$ cat config.mk
export PLATFORM = sky130hd
export DESIGN_NAME = apb_master_arbiter
export DESIGN_NICKNAME = d
export VERILOG_FILES = /design/src/rtl/apb_master_arbiter.sv
export SDC_FILE = /design/constraint.sdc
export NUM_CORES = 1
export LEC_CHECK = 0
export BUFFER_PORTS_ARGS = -buffer_cell sky130_fd_sc_hd__buf_2
export CORE_MARGIN = 5
export CORE_UTILIZATION = 39
export CTS_BUF_LIST = sky130_fd_sc_hd__clkbuf_8 sky130_fd_sc_hd__clkbuf_16
export DETAILED_ROUTE_END_ITERATION = 6
export HOLD_SLACK_MARGIN = 0.15
export PLACE_DENSITY_LB_ADDON = 0.1
export SYNTH_ARGS = -nofsm -noshare
export SYNTH_HDL_FRONTEND = slang
export SYNTH_SLANG_ARGS = --single-unit
$ cat constraint.sdc
create_clock -name pclk -period 5.1 [get_ports pclk]
set_clock_uncertainty 0.2 [all_clocks]
set_input_delay 0.51 -clock pclk [delete_from_list [all_inputs] [get_ports pclk]]
set_output_delay 0.51 -clock pclk [all_outputs]
set_load 0.05 [all_outputs]
$ cat src/rtl/apb_master_arbiter.sv
// Two-requester round-robin APB master in front of the timer register block.
// Optional build macro: APB_TIMEOUT_EN -- bounds the ACCESS phase to TIMEOUT_CYC cycles
// and completes a stalled transfer with resp_err=1 and resp_rdata=0.
module apb_master_arbiter #(
    parameter int unsigned DATA_SIZE   = 32,
    parameter int unsigned ADDR_SIZE   = 32,
    parameter int unsigned PSTRB_SIZE  = 4,
    parameter int unsigned TIMEOUT_CYC = 16
) (
    input  logic                    pclk,
    input  logic                    prst_n,
    input  logic [1:0]              req_valid,
    input  logic [1:0]              req_write,
    input  logic [2*ADDR_SIZE-1:0]  req_addr,
    input  logic [2*DATA_SIZE-1:0]  req_wdata,
    input  logic [2*PSTRB_SIZE-1:0] req_strb,
    output logic [1:0]              resp_valid,
    output logic [DATA_SIZE-1:0]    resp_rdata,
    output logic                    resp_err,
    output logic                    psel,
    output logic                    penable,
    output logic                    pwrite,
    output logic [ADDR_SIZE-1:0]    paddr,
    output logic [DATA_SIZE-1:0]    pwdata,
    output logic [PSTRB_SIZE-1:0]   pstrb,
    input  logic [DATA_SIZE-1:0]    prdata,
    input  logic                    pready,
    input  logic                    pslverr
);

    typedef enum logic [1:0] {StIdle, StSetup, StAccess, StResp} state_e;

    state_e                  state_q, state_d;
    logic                    ptr_q, ptr_d;       // last granted requester
    logic                    grant_q, grant_d;   // owner of the transfer in flight
    logic                    psel_q, psel_d;
    logic                    penable_q, penable_d;
    logic                    pwrite_q, pwrite_d;
    logic [ADDR_SIZE-1:0]    paddr_q, paddr_d;
    logic [DATA_SIZE-1:0]    pwdata_q, pwdata_d;
    logic [PSTRB_SIZE-1:0]   pstrb_q, pstrb_d;
    logic [1:0]              resp_valid_q, resp_valid_d;
    logic [DATA_SIZE-1:0]    resp_rdata_q, resp_rdata_d;
    logic                    resp_err_q, resp_err_d;
    logic                    win;
    logic                    timeout;

    // Round-robin winner: a lone requester wins, a tie goes to the one not served last
    always_comb begin
        win = req_valid[1];
        if (req_valid == 2'b11) begin
            win = ~ptr_q;
        end
    end

`ifdef APB_TIMEOUT_EN
    localparam logic [7:0] TmoLast = 8'(TIMEOUT_CYC - 1);

    logic [7:0] tmo_cnt_q, tmo_cnt_d;

    // Stall cycle that would bring the count to TIMEOUT_CYC ends the transfer; pready wins
    assign timeout = (state_q == StAccess) && !pready && (tmo_cnt_q == TmoLast);

    // ACCESS stall counter, cleared while in SETUP
    always_comb begin
        tmo_cnt_d = tmo_cnt_q;
        if (state_q == StSetup) begin
            tmo_cnt_d = 8'd0;
        end else if (state_q == StAccess && !pready) begin
            tmo_cnt_d = tmo_cnt_q + 8'd1;
        end
    end

    // Stall counter register
    always_ff @(posedge pclk or negedge prst_n) begin
        if (!prst_n) begin
            tmo_cnt_q <= 8'd0;
        end else begin
            tmo_cnt_q <= tmo_cnt_d;
        end
    end
`else
    logic [7:0] unused_timeout_cyc;

    assign timeout            = 1'b0;
    assign unused_timeout_cyc = 8'(TIMEOUT_CYC);
`endif

    // State register
    always_ff @(posedge pclk or negedge prst_n) begin
        if (!prst_n) begin
            state_q <= StIdle;
        end else begin
            state_q <= state_d;
        end
    end

    // Next-state logic: IDLE -> SETUP -> ACCESS (wait on pready) -> RESP -> IDLE
    always_comb begin
        state_d = state_q;
        unique case (state_q)
            StIdle:   if (|req_valid) state_d = StSetup;
            StSetup:  state_d = StAccess;
            StAccess: if (pready || timeout) state_d = StResp;
            StResp:   state_d = StIdle;
            default:  state_d = StIdle;
        endcase
    end

    // Next values of the registered APB and response outputs
    always_comb begin
        ptr_d        = ptr_q;
        grant_d      = grant_q;
        psel_d       = psel_q;
        penable_d    = penable_q;
        pwrite_d     = pwrite_q;
        paddr_d      = paddr_q;
        pwdata_d     = pwdata_q;
        pstrb_d      = pstrb_q;
        resp_valid_d = 2'b00;
        resp_rdata_d = resp_rdata_q;
        resp_err_d   = resp_err_q;
        unique case (state_q)
            StIdle: begin
                if (|req_valid) begin
                    ptr_d    = win;
                    grant_d  = win;
                    psel_d   = 1'b1;
                    pwrite_d = req_write[win];
                    paddr_d  = win ? req_addr[2*ADDR_SIZE-1:ADDR_SIZE]
                                   : req_addr[ADDR_SIZE-1:0];
                    pwdata_d = win ? req_wdata[2*DATA_SIZE-1:DATA_SIZE]
                                   : req_wdata[DATA_SIZE-1:0];
                    if (req_write[win]) begin
                        pstrb_d = win ? req_strb[2*PSTRB_SIZE-1:PSTRB_SIZE]
                                      : req_strb[PSTRB_SIZE-1:0];
                    end else begin
                        pstrb_d = '0;
                    end
                end
            end
            StSetup: begin
                penable_d = 1'b1;
            end
            StAccess: begin
                if (pready) begin
                    psel_d                = 1'b0;
                    penable_d             = 1'b0;
                    resp_valid_d[grant_q] = 1'b1;
                    resp_rdata_d          = pwrite_q ? '0 : prdata;
                    resp_err_d            = pslverr;
                end else if (timeout) begin
                    psel_d                = 1'b0;
                    penable_d             = 1'b0;
                    resp_valid_d[grant_q] = 1'b1;
                    resp_rdata_d          = '0;
                    resp_err_d            = 1'b1;
                end
            end
            StResp: begin
            end
            default: begin
            end
        endcase
    end

    // Output and datapath registers; reset aborts any transfer in flight
    always_ff @(posedge pclk or negedge prst_n) begin
        if (!prst_n) begin
            ptr_q        <= 1'b1;
            grant_q      <= 1'b0;
            psel_q       <= 1'b0;
            penable_q    <= 1'b0;
            pwrite_q     <= 1'b0;
            paddr_q      <= '0;
            pwdata_q     <= '0;
            pstrb_q      <= '0;
            resp_valid_q <= 2'b00;
            resp_rdata_q <= '0;
            resp_err_q   <= 1'b0;
        end else begin
            ptr_q        <= ptr_d;
            grant_q      <= grant_d;
            psel_q       <= psel_d;
            penable_q    <= penable_d;
            pwrite_q     <= pwrite_d;
            paddr_q      <= paddr_d;
            pwdata_q     <= pwdata_d;
            pstrb_q      <= pstrb_d;
            resp_valid_q <= resp_valid_d;
            resp_rdata_q <= resp_rdata_d;
            resp_err_q   <= resp_err_d;
        end
    end

    assign psel       = psel_q;
    assign penable    = penable_q;
    assign pwrite     = pwrite_q;
    assign paddr      = paddr_q;
    assign pwdata     = pwdata_q;
    assign pstrb      = pstrb_q;
    assign resp_valid = resp_valid_q;
    assign resp_rdata = resp_rdata_q;
    assign resp_err   = resp_err_q;

endmodule

==> results.cfg <==
[worst_hold_path]
hold_start = pslverr
hold_class = in -> reg

[final_layout]
area_growth_pct = 35.1
fin_util = 0.534
final_nets = 918
layout_common_cells = buf_2 (280), dfrtp_1 (109), nand2_1 (102)
diodes = 0
layout-drive-gt1-share = 0.412
final_common_cell = buf_2

[routing]
totalWireLength_um = 13300
routedWlPerCell_um = 14.5
via_per_inst = 4.54
num_vias = 4141
drc = 0
drt-pass1-iter-count = 4
drt_iter0_drc = 186
ant_nets = 0

[timing]
final_max_slew_viol_count = 0
rsz0062_at_grt = false
setup_tns_ns = 0
fmax_mhz = 422
min_period_ns = 2.37
relSlewSlack = 0.348
hold_violations = 0
period_share = 0.465
worst_slew_pin_slew_ns = 0.975
setup_viol = 0

[cts]
cts-resized-gates = 0
cts_buffers = 9
cts.sinks = 110
clkLatencyLatePin_ns = 0.34
cts.htree.levels = 3
cts.root.buffer_cell = clkbuf_16
cts_max_path_buffers = 2
clk_pin_slew_ns = 0.07
cts_tree = built

[place]
place_congestion = 0.754
io_buffers = 281
hpwl_um = 10300

[global_routing]
grt_pass1_wl_um = 20500
grt_usage = 0.174
grt_antenna_before_repair = 0
grt_pass1_vias = 4174
grt_max_degree = 70
grt_overflow = 0

[floorplanning]
row_count = 41
fp.dieW_um = 123
io_pins = 282
initial_utilization = 0.395
dieHeight_um = 123
die_area_um2 = 15100
coreArea_um2 = 12600

[critical_path]
critPathLaunchType = register
crit_path_end_kind = register
r2r_end = psel
crit_fanout = 49
ff2ff_path_depth = 6
cp.required_ns = 5.11
crit-reg2reg-launch = state_q[0]
cp_data_arrival_time_ns = 2.38
endpoint = psel
startpoint = state_q[0]
worst-setup-path-type = reg -> reg
rrSetupSlack_ns = 2.73

[yosys]
synth-seq-area-share = 0.555
ys_types = 29
ys_warn_count = 0
synth_area_per_cell_um2 = 10.5
syn_nets = 653
syn_inst = 474
syn-cell-area_um2 = 4970
synth_seq_cells = 110

[flow_run]
drv_cap = 0

[power]
p_per_area_nw_per_um2 = 725
peakVddDrop_mv = 0.357
p_leak_nw = 3.60

[status]
status = finished, final reports clean
==> power by group <==
group / switching (mW) / internal (mW)
Sequential: 0.225 / 1.28
Combinational: 2.03 / 0.657
Clock: 0.291 / 0.384
==> worst min-delay path by stage <==
| stage | end | slack, ns | cells past startpoint |
|---|---|---|---|
| 3_5_place_dp | resp_rdata[14] | 0.27 | 2 |
| 5_1_grt | resp_err | 0.19 | 2 |
| 4_1_cts | resp_err | 0.18 | 2 |
| 3_3_place_gp | resp_rdata[5] | 0.26 | 2 |
| 2_1_floorplan | grant_q | 0.01 | 0 |
| 6_report | resp_err | 0.20 | 2 |
==> layout make-up <==
class	instances	area [um2]
Multi-Input combinational cell	327	1990
Timing Repair Buffer	287	1460
Tap cell	172	215
Clock buffer	10	239
Inverter	4	15.0
Sequential cell	110	2750
Fill cell	1189	5860
Clock inverter	3	38.8
==> synth_stat cells (all sizes together) <==
library cell,number,area (um2)
a22o,1,8.76
or2b,1,7.51
a31oi,1,6.26
mux2,2,22.5
inv,4,15.0
a21boi,1,11.3
dfrtp,109,2730
buf,17,164
o21a,1,7.51
clkbuf,16,60.1
o22a,1,8.76
and3,1,6.26
nand2,103,387
o21ai,101,509
mux2i,68,681
ha,3,37.5
nand2b,32,200
dfstp,1,26.3
o22ai,2,12.5
and2,2,12.5
a32oi,1,27.5
a21oi,2,10.0
nor2,3,11.3
nor2b,1,6.26
==> sequential cells by signal (all words and copies together), names as in the netlist <==
name,cells
grant_q,1
paddr,32
penable,1
psel,1
pstrb,4
ptr_q,1
pwdata,32
pwrite,1
resp_err,1
resp_rdata,32
resp_valid,2
state_q,2
==> routing by layer <==
metal | vias up | share of wire | global-route usage
li1 | 2121 | - | -
met1 | 1847 | 0.40 | 0.213
met2 | 157 | 0.50 | 0.294
met3 | 16 | 0.087 | 0.0484
met4 | 0 | 0.017 | 0.0637
met5 | - | 0 | 0
==> metrics by stage <==
step	power, mW	setup WS [ns]	instances	instance area [um2]	hold WS (ns)
final	4.87	2.73	913	6710	0.198
after global routing	5.19	2.48	913	6710	0.190
after CTS	4.93	2.70	913	6710	0.185
after detailed placement	4.25	2.54	899	6420	0.266
after global placement	4.20	2.55	899	6420	0.258
after floorplan	3.59	3.44	474	4970	0.0144
==> what timing repair did <==
| action | 4_1_cts | 5_1_grt |
|---|---|---|
| buffers inserted | 0 | 0 |
| hold buffers | 1 | 0 |
| endpoints found under the hold margin | 67 | 0 |
==> critical path, cell delays in order, from the launching register on <==
cell,delay [ns]
dfrtp_1,0.37
inv_1,0.07
ha_1,0.37
o21ai_4,0.42
buf_4,0.53
o21a_1,0.19
o22ai_1,0.07
==> cells by family (layout without fill, tap and decap cells) <==
logic type / count (synthesis) / in the layout / synth area share
adders and majority gates: 3 / 3 / 0.00756
AOI/OAI and AO/OA: 111 / 111 / 0.121
buffers and inverters: 37 / 304 / 0.0481
DFF: 110 / 110 / 0.555
and+or+nand+nor: 143 / 143 / 0.127
muxes: 70 / 70 / 0.142
Note: power is estimated with default switching activity, not from simulation.
